[src/rtl/sar_conv_host.sv]
// sar_conv_host: conversion sequencer for the 8-bit SAR ADC controller.
// Paces cnvst pulses, waits for eoc with a timeout, averages 2^AVG_LOG2
// samples and presents the result on a valid/ready handshake.
module sar_conv_host #(
  parameter int unsigned AVG_LOG2 = 2,
  parameter int unsigned PERIOD   = 32,
  parameter int unsigned TIMEOUT  = 24
) (
  input  logic       clk,
  input  logic       rst,
  input  logic       enable,
  output logic       cnvst,
  input  logic       eoc,
  input  logic [7:0] sar,
  output logic [7:0] res_data,
  output logic       res_valid,
  input  logic       res_ready,
  output logic       timeout_err,
  input  logic       err_clr,
  output logic       busy
);

  localparam logic [1:0] S_IDLE     = 2'd0;
  localparam logic [1:0] S_START    = 2'd1;
  localparam logic [1:0] S_WAIT_EOC = 2'd2;
  localparam logic [1:0] S_OUTPUT   = 2'd3;

  localparam int unsigned ACC_W = 8 + AVG_LOG2;
  localparam int unsigned SMP_W = AVG_LOG2 + 1;
  localparam int unsigned PER_W = $clog2(PERIOD);
  localparam int unsigned TO_W  = $clog2(TIMEOUT);

  localparam logic [SMP_W-1:0] SMP_LAST = SMP_W'((1 << AVG_LOG2) - 1);
  localparam logic [PER_W-1:0] PER_MAX  = PER_W'(PERIOD - 1);
  localparam logic [TO_W-1:0]  TO_MAX   = TO_W'(TIMEOUT - 1);

  logic [1:0]       state;
  logic [ACC_W-1:0] acc;
  logic [ACC_W-1:0] sum;
  logic [SMP_W-1:0] smp_cnt;
  logic [PER_W-1:0] per_cnt;
  logic [TO_W-1:0]  to_cnt;

  // Accumulator width covers 2^AVG_LOG2 * 255, so this sum cannot wrap.
  assign sum       = acc + ACC_W'(sar);
  assign res_valid = (state == S_OUTPUT);
  assign busy      = (state != S_IDLE);

  // Sequencer FSM with period, timeout and sample counters.
  always_ff @(posedge clk or posedge rst) begin
    if (rst) begin
      state       <= S_IDLE;
      cnvst       <= 1'b0;
      res_data    <= '0;
      timeout_err <= 1'b0;
      acc         <= '0;
      smp_cnt     <= '0;
      to_cnt      <= '0;
      per_cnt     <= PER_MAX;
    end else begin
      cnvst <= 1'b0;
      if (per_cnt != PER_MAX)
        per_cnt <= per_cnt + 1'b1;
      // A timeout later in this block overrides the clear (set wins).
      if (err_clr)
        timeout_err <= 1'b0;

      case (state)
        S_IDLE: begin
          if (enable && per_cnt == PER_MAX) begin
            // per_cnt reads 0 during the START cycle so starts are PERIOD apart.
            state   <= S_START;
            cnvst   <= 1'b1;
            per_cnt <= '0;
          end
        end
        S_START: begin
          to_cnt <= '0;
          state  <= S_WAIT_EOC;
        end
        S_WAIT_EOC: begin
          if (eoc) begin
            if (smp_cnt == SMP_LAST) begin
              res_data <= sum[ACC_W-1:AVG_LOG2];
              acc      <= '0;
              smp_cnt  <= '0;
              state    <= S_OUTPUT;
            end else begin
              acc     <= sum;
              smp_cnt <= smp_cnt + 1'b1;
              state   <= S_IDLE;
            end
          end else if (to_cnt == TO_MAX) begin
            timeout_err <= 1'b1;
            acc         <= '0;
            smp_cnt     <= '0;
            state       <= S_IDLE;
          end else begin
            to_cnt <= to_cnt + 1'b1;
          end
        end
        S_OUTPUT: begin
          if (res_ready)
            state <= S_IDLE;
        end
        default: state <= S_IDLE;
      endcase
    end
  end

endmodule

[config.mk]
export PLATFORM = sky130hd
export DESIGN_NAME = sar_conv_host
export DESIGN_NICKNAME = d
export VERILOG_FILES = /design/src/rtl/sar_conv_host.sv
export SDC_FILE = /design/constraint.sdc
export NUM_CORES = 1
export LEC_CHECK = 0
export CAP_MARGIN = 10
export CORE_MARGIN = 3
export CORE_UTILIZATION = 40
export CTS_CLUSTER_SIZE = 40
export DETAILED_ROUTE_END_ITERATION = 10
export GPL_TIMING_DRIVEN = 0
export RECOVER_POWER = 100
export REMOVE_ABC_BUFFERS = 1
export SYNTH_ARGS = -nofsm -noshare
export SYNTH_HDL_FRONTEND = slang
export SYNTH_SLANG_ARGS = --single-unit
[constraint.sdc]
create_clock -name clk -period 4.25 [get_ports clk]
set_input_delay 0.85 -clock clk [delete_from_list [all_inputs] [get_ports clk]]
set_output_delay 0.85 -clock clk [all_outputs]
set_load 0.05 [all_outputs]
==> flow_summary.toml <==
[synthesis]
yosys-top-cells-area = "dfrtp_1 41%, ha_1 7.5%, dfstp_2 7.1%"
synth_edf_count = 0
synth-adder-area-share_pct = 8.58
yosysSeqAreaShare_pct = 48.0
synth_compound_area_share_pct = 15.6
synth_top_area_share_pct = 40.8
synthSimpleGateAreaFrac_pct = 14.0
synth-xor-area-share_pct = 6.67
yosys.area.top_type = "dfrtp_1"
synth_most_common_cell = "dfrtp_1"
synth_top_family_by_area = "compound AO/OA/AOI/OAI gates"
synth.distinct_cells = 38
synth_cells = 175
ys.flop_type = "dfrtp_1"
async_flop_share_pct = 100
synth_warnings = 0
synth_commonest_cells = "30 x dfrtp_1, 16 x o21ai_0, 11 x ha_1, 11 x nand2_1, 11 x nor2_1"
synth.avg_cell_area_um2 = 10.5
syn_area_um2 = 1840
synthMuxAreaShare_pct = 3.61
ys_ff_latch = 35

[place]
dp.cells = 249
portBuffers = 25
dpl.hpwl_um = 2610
gp_congestion = 0.767

[power]
p_leak_nw = 1.07
finalPower_w = 0.00145
power.density_nw_per_um2 = 650
peakVddDrop_v = 0.000294

[finish]
fill_cells = 414
synthToLayoutAreaGrowth_pct = 21.4
seq_area_um2 = 882
antennaDiodeCount = 0
final_nets = 230
multi_input_area_um2 = 890
drive_gt1_share_pct = 10.2
layoutNonFillerInstCount = 257

[timing]
fmax_ghz = 0.351
setup_viol = 0
worst_slew_margin_rel_pct = 11.9
period_minus_slack_ns = 2.85
tns_ns = 0
rsz0062_at_grt = "false"
worst_clock_skew_ns = 0.00575
finalCritPeriodShare_pct = 67.1
worst_pin_slew_ns = 1.32
hold_viol_final = 0
slew_violations = 0

[min_path]
hold_path_class = "reg -> reg"

[worst_setup_path]
end_kind = "register"
crit_arrival_ns = 3.02
worst_ep_required_time_ns = 4.42
start_kind = "input port"
crit_type = "in -> reg"
path_max_fanout = 3

[routing]
wire_per_inst_um = 13.7
vias_per_cell = 5.35
drc_errors = 0
drtPass1Iterations = 4
drt_iter0_drc = 43
ant_nets = 0
vias = 1374
routed_wl_um = 3520

[floorplan]
design.core.area_um2 = 4380
rows = 24
die_area_um2 = 5440
die_h_um = 73.8
start_util_pct = 41.9
die_x_um = 73.8
io_pins = 26

[clock_tree]
cts_buffers = 5
holdBufCountCts = 0
clk_pin_slew_ns = 0.07
htreeDepth = 2
cts_root_buf = "clkbuf_8"
cts_tree = "done"
postCtsSetupBuffers = 0
cts_buffer_depth = 2
clock_sink_count = 35
clkLatencyLatePin_ns = 0.28
post_cts_resized = 0

[global_route]
grt_util_met1_pct = 19.5
antenna_found_initial = 0
grt_pass1_vias = 1338
grt_pass1_wl_um = 6160
grt.busiest_layer = "met2"
grtUsageTotal_pct = 15.0
groute.layer.met3.usage_pct = 4.10
grt_util_met2_pct = 23.4
grt_overflow = 0
grt_max_degree = 25

[outcome]
status = "complete, no violations"

[job]
drv_cap = 0
[sequential cells by signal, summed over array words and instances (netlist names)]
name	count
cnvst	1
to_cnt	5
state	2
acc	10
per_cnt	5
smp_cnt	3
timeout_err	1
res_data	8
[cell usage in the layout (no fill, tap or decap), types with 9 or more instances in the layout]
master / netlist / routed
ha_1: 11 / 11
dlygate4sd3_1: 0 / 16
dfrtp_1: 30 / 30
nor2_1: 11 / 11
inv_1: 9 / 9
nand2_1: 11 / 11
clkdlybuf4s50_1: 0 / 9
o21ai_0: 16 / 15
[final timing paths]
| path | slack [ns] | cells past startpoint | startpoint | endpoint |
|---|---|---|---|---|
| worst max-delay path | 1.40 | 9 | sar[0] | res_data[4] |
| worst min register to register | 0.48 | 2 | res_data[5] | res_data[5] |
| min in group asynchronous | 1.02 | 2 | rst | cnvst |
| worst min-delay path | 0.48 | 2 | res_data[5] | res_data[5] |
| worst max register to register | 2.15 | 8 | acc[0] | res_data[4] |
| max in group asynchronous | 1.65 | 3 | rst | timeout_err |
[logic make-up (layout without fill, tap and decap cells)]
family / Yosys count / in the layout
muxes: 6 / 6
xor gates and xnor gates: 14 / 14
adders and majority gates: 12 / 12
AOI/OAI and AO/OA: 45 / 45
and+or+nand+nor: 49 / 49
DFF: 35 / 35
buffers and inverters: 14 / 44
[power breakdown]
part           switching, W  total, W  internal (W)  leakage [nW]
clock network      0.000118  0.000266      0.000148        0.0515
registers         0.0000824  0.000552      0.000469         0.453
logic              0.000363  0.000633      0.000270         0.567
[layer usage]
layer  share of wire, %  vias up
met5                  0        -
met4                1.4        0
met3                3.6        5
met2                 46       19
met1                 49      665
li1                   -      685
[stage by stage]
stage	instance area, um^2	hold slack (ns)	util, %	worst slack, ns
floorplan	1810	0.454	-	1.81
global placement	2120	0.465	48.4	1.18
detailed placement	2160	0.478	49.2	1.15
CTS	2260	0.494	51.5	1.45
global route	2230	0.518	50.9	1.26
finish	2230	0.477	50.9	1.40
[critical path, stage by stage]
cell and delay (ns):
dlygate4sd3_1 0.53, ha_1 0.19, inv_1 0.07, fa_1 0.40, nand2b_1 0.16, a21oi_1 0.25
a31oi_1 0.15, xnor2_1 0.15, mux2_2 0.27
[final cells by class]
cell class,count,share of cell area (%)
Timing Repair Buffer,27,11.7
Sequential cell,35,39.5
Tap cell,52,2.91
Clock buffer,8,4.48
Inverter,9,1.51
Multi-Input combinational cell,126,39.9
Note: power is estimated with default switching activity, not from simulation.
